===== config.mk =====
export PLATFORM = sky130hd
export DESIGN_NAME = ready_valid_fork_n
export DESIGN_NICKNAME = d
export VERILOG_FILES = /design/src/rtl/ready_valid_fork_n.sv
export SDC_FILE = /design/constraint.sdc
export NUM_CORES = 1
export LEC_CHECK = 0
export CAP_MARGIN = 20
export CORE_MARGIN = 2
export CORE_UTILIZATION = 21
export CTS_BUF_LIST = sky130_fd_sc_hd__clkbuf_8
export CTS_CLUSTER_SIZE = 20
export DETAILED_ROUTE_END_ITERATION = 6
export GPL_TIMING_DRIVEN = 0
export HOLD_SLACK_MARGIN = 0.03
export PLACE_DENSITY = 0.89
export REMOVE_ABC_BUFFERS = 1
export SYNTH_ARGS = -nofsm -noshare
export SYNTH_HDL_FRONTEND = slang
export SYNTH_SLANG_ARGS = --single-unit

===== constraint.sdc =====
create_clock -name clk -period 0.9 [get_ports clk]
set_input_delay 0.135 -clock clk [delete_from_list [all_inputs] [get_ports clk]]
set_output_delay 0.135 -clock clk [all_outputs]
set_load 0.01 [all_outputs]

===== src/rtl/ready_valid_fork_n.sv =====
// N-way ready/valid fork (multicast). One upstream token goes to every output
// selected by its mask. EAGER=1 remembers which outputs already took the token,
// so each output can accept on its own. EAGER=0 is a combinational fork that
// only fires when all selected outputs are ready together.
module ready_valid_fork_n #(
  parameter int DATA_WIDTH = 32,
  parameter int NUM_PORTS  = 2,
  parameter int EAGER      = 1
) (
  input  logic                            clk,
  input  logic                            rstn,
  input  logic                            s_valid,
  input  logic [DATA_WIDTH-1:0]           s_data,
  input  logic [NUM_PORTS-1:0]            s_mask,
  output logic                            s_ready,
  output logic [NUM_PORTS-1:0]            m_valid,
  output logic [NUM_PORTS*DATA_WIDTH-1:0] m_data,
  input  logic [NUM_PORTS-1:0]            m_ready,
  output logic                            busy
);

  logic [NUM_PORTS-1:0] done_q;
  logic [NUM_PORTS-1:0] done_d;
  logic [NUM_PORTS-1:0] need;
  logic [NUM_PORTS-1:0] ok;
  logic [NUM_PORTS-1:0] fire;
  logic                 others_ok;

  // Every output sees the upstream payload with no latency.
  assign m_data = {NUM_PORTS{s_data}};

  assign busy = |done_q;

  // An output still owes a delivery if it is selected and has not fired yet;
  // upstream is released once every owing output is ready this cycle.
  always_comb begin
    need    = s_mask & ~done_q;
    ok      = ~need | m_ready;
    s_ready = &ok;
  end

  // Per-output valid: eager presents each owing output on its own; lazy only
  // presents an output when all the other selected outputs are ready too.
  always_comb begin
    m_valid   = '0;
    others_ok = 1'b1;
    for (int i = 0; i < NUM_PORTS; i++) begin
      if (EAGER != 0) begin
        m_valid[i] = s_valid & need[i];
      end else begin
        others_ok = 1'b1;
        for (int j = 0; j < NUM_PORTS; j++) begin
          if (j != i) begin
            others_ok = others_ok & ok[j];
          end
        end
        m_valid[i] = s_valid & s_mask[i] & others_ok;
      end
    end
  end

  assign fire = m_valid & m_ready;

  // Retiring the token clears the record, including outputs firing this cycle,
  // so a zero-latency delivery never leaves done bits behind.
  always_comb begin
    done_d = done_q;
    if (EAGER == 0) begin
      done_d = '0;
    end else if (s_valid && s_ready) begin
      done_d = '0;
    end else begin
      done_d = done_q | fire;
    end
  end

  // Delivery record register.
  always_ff @(posedge clk or negedge rstn) begin
    if (!rstn) begin
      done_q <= '0;
    end else begin
      done_q <= done_d;
    end
  end

`ifndef SYNTHESIS
  // Upstream must hold the token steady while it is partially delivered.
  property p_upstream_stable;
    @(posedge clk) disable iff (!rstn)
      busy |-> ($stable(s_data) && $stable(s_mask));
  endproperty
  a_upstream_stable: assert property (p_upstream_stable);
`endif

endmodule


==> reports/results.env <==
DESIGN.FINAL.NETS=74
GRT_MAX_DEGREE=5
YOSYSWARNINGCOUNT=0
P_SW_SHARE_PCT=22.3
CRIT_TYPE='reg2out'
SYN2LAYOUT_AREA_GROWTH_PCT=-36.4
DRT_ITER0_MARKERS=6
DP.FINAL_HPWL_UM=2780
SYNTH.LARGEST_AREA_CELL='buf_4'
SYNTH_TOP_CELLS_BY_AREA='buf_4 78%, dfrtp_1 8.1%, nor3b_2 4.1%'
CTSHTREEMAXLEVEL=1
FINAL.SETUP.WORST_SLACK_NS=-0.280
CLOCK_POWER_SHARE_PCT=56.5
CTS-HOLD-FIX-BUFFERS=0
TIMING.SETUP.TNS_NS=-1.10
CLOCK_TREE_FROM_TRITONCTS='built'
CLK_BUF_DEPTH=2
FINAL.SETUP_SKEW_NS=0.00103
MAX_SLEW.WORST_PIN.SLEW_NS=0.170
IOS=107
DIE_Y_UM=58.1
POST_DRT_WL_PER_CELL_UM=49.5
POWER.INTERNAL_uW=482
SYNTH-ASYNC-RESET-RATIO_PCT=100
YS_SEQ_AREA_SHARE_PCT=8.13
YOSYS_MOST_USED_DFF='dfrtp_1'
CP_CAPTURE_TYPE='output port'
CTS.SINK_COUNT=2
GRT_SETUP_UNREPAIRED='yes'
OUTCOME='complete, but fails checks'
TIMING_MAX_TRANSITION_VIOLATIONS_FINAL=0
LEAKAGEPOWER_nW=0.182
POWER.SHARE.COMBINATIONAL_PCT=25.5
TIMING.HOLD.WORST.CLASS='in2async'
LARGEST_REGISTER='done_q'
NUM_ANTENNA_CELLS=0
FIN_CRIT_SH_PCT=131
FP.DIEW_UM=58.1
PORT-BUFFER-COUNT=10
GRT.OVERFLOW.TOTAL=0
CP_DATA_ARRIVAL_TIME_NS=1.04
CTS_BUFFERS=3
POSTSYNTHCELLCOUNT=78
FINAL-SETUP-VIOL-COUNT=6
SYNTH_REGISTER_BITS=2
ROUTE.ANTENNA.REMAINING_NETS=0
INSERTION_DELAY_NS=0.21
CLOCK_PIN_SLEW_ON_THE_WORST_SETUP_AND_HOLD_PATHS_NS=0.03
POST-ROUTE-DRC-COUNT=0
SEQPWRFRAC_PCT=17.9
NETSWITCHINGPOWER_uW=138
CORE_AREA_UM2=2780
GLOBALPLACE.CONGESTION=0.717
FINAL_WIRELENGTH_UM=3170
CRITICAL_PATH_REQUIRED_NS=0.76
DETAIL_ROUTE.VIAS_PER_CELL=4.97
DESIGN.DIE.AREA_UM2=3380
MAX_REG_FLOPS=2
SEQUENTIAL_CELL_AREA_UM2=52.6
MOST_USED_STANDARD_CELL_BY_INSTANCE_COUNT_AFTER_SYNTHESIS='buf_4'
MULTI_INPUT_AREA_UM2=109
YOSYS-TOP-CELLS-COUNT='64 x buf_4, 2 x and3_1, 2 x dfrtp_1, 2 x nor2_1, 2 x nor3b_2'
INITIAL_UTILIZATION_PCT=22.1
SYNTHESIS.AREA_PER_INSTANCE_UM2=7.89
CTS_ROOT_BUFFER='clkbuf_8'
SYNTH-EDFF-COUNT=0
PLACEMENT_ROWS=19
VIOLATIONS='setup timing'
CRIT_PATH_TOP_DELAY_CELL='dfrtp_2'
ROUTED-VIA-COUNT=318
REG.LARGEST.LIST='done_q x2'
HEADROOM_TO_THE_MAX_SLEW_LIMIT_PCT=88.7
FMAX_MHz=848
POWER.IR.VDD_WORST_V=0.000689
CP_CELL_SEQUENCE='buf_6, nor3b_2, buf_2'
POWER_PER_CELL_AREA_nW_PER_UM2=1580
GRT_PASS1_WL_UM=3860
FINAL_LAYOUT_SIZE_SUFFIX_GT1_SHARE_PCT=63.6
DRT-PASS1-ITER-COUNT=3
FILL_CELLS=319
CPPEAKSTAGEDELAY_NS=0.42
CRIT_PATH_START_KIND='flop'
HOLD_SLACK_NS=0.106
GRT_PASS1_VIAS=369
COUNT_OF_FINAL_HOLD_CHECK_VIOLATIONS=0
PEAK_FANOUT_ALONG_THE_CRITICAL_PATH=3
FINAL.MIN_CLOCK_PERIOD_NS=1.18
ANTENNA_FOUND_INITIAL=0
MAXCAPVIOLCOUNT=0
SYNTH_TOP_AREA_SHARE_PCT=78.0
SYNTH_CELL_TYPES=11
TRACK_USAGE_PCT=18.8
POST_SYNTH_INSTANCE_AREA_UM2=616
-- worst max-delay path, delay by kind of cell, from the launching register on --
kind                   cells  cell delay [ns]
and+or+nand+nor            1             0.13
DFF                        1             0.42
buffers and inverters      2             0.28
-- metal layers --
layer	global-route usage [%]	wire length (um)
met5	7.94	32
met3	25.0	927
met4	9.63	122
met1	11.4	675
met2	28.9	1410
-- area by class of cell --
class / instances / area share (%)
well taps: 31 / 9.90
flip-flops and latches: 2 / 13.4
multi-input cells: 11 / 27.8
clock buffers: 3 / 10.5
repair buffers: 16 / 37.4
inverters: 1 / 0.958
-- metrics by stage --
stage,cell area [um2],power [mW],utilization [%],setup WS [ns],std cells
2_1_floorplan,135,0.145,-,0.0391,14
3_3_place_gp,274,0.212,9.85,-0.680,55
5_1_grt,392,0.661,14.1,-0.343,64
4_1_cts,370,0.617,13.3,-0.296,64
3_5_place_dp,274,0.218,9.85,-0.711,55
6_report,392,0.620,14.1,-0.280,64
-- cell families (layout without fill, tap and decap cells) --
group | count (synthesis) | after routing | share of synthesized area (%)
buffers and inverters | 65 | 20 | 78.7
DFF | 2 | 2 | 8.13
and+or+nand+nor | 9 | 9 | 10.2
AOI/OAI and AO/OA | 2 | 2 | 3.05
-- cells in the final DEF (no fill, tap or decap) --
cell	instances
buf_6	6
dlygate4sd2_1	5
clkbuf_8	3
and3_1	2
nor3b_4	2
dfrtp_2	2
buf_2	2
buf_4	2
inv_1	1
nor3b_2	1
o22a_1	1
or2_4	1
nand2_1	1
nor2_4	1
nor2_1	1
o22a_2	1
clkdlybuf4s50_1	1
-- path summary, 6_finish.rpt --
path	start	end	slack, ns	depth (start not counted)
max	done_q[0]	m_valid[0]	-0.28	3
min in group clk	s_data[20]	m_data[52]	0.27	0
max in group asynchronous	rstn	done_q[1]	0.64	1
min reg2reg	done_q[1]	done_q[1]	0.74	3
min	rstn	done_q[0]	0.11	1
max reg2reg	done_q[0]	done_q[0]	-0.09	3
-- power by group through the flow --
| stage | registers, mW | logic [mW] | clock network (mW) |
|---|---|---|---|
| after floorplan | 0.105 | 0.0396 | 0 |
| after global placement | 0.106 | 0.106 | 0 |
| after detailed placement | 0.108 | 0.110 | 0 |
| after CTS | 0.109 | 0.144 | 0.364 |
| after global routing | 0.113 | 0.170 | 0.377 |
| final | 0.111 | 0.158 | 0.351 |
-- repair_timing --
action / in CTS / in global routing
setup endpoints to repair: 4 / 6
pin swaps: 6 / 3
gates resized for setup: 29 / 7
buffers inserted: 6 / 0
(Power assumes the default switching activity.)
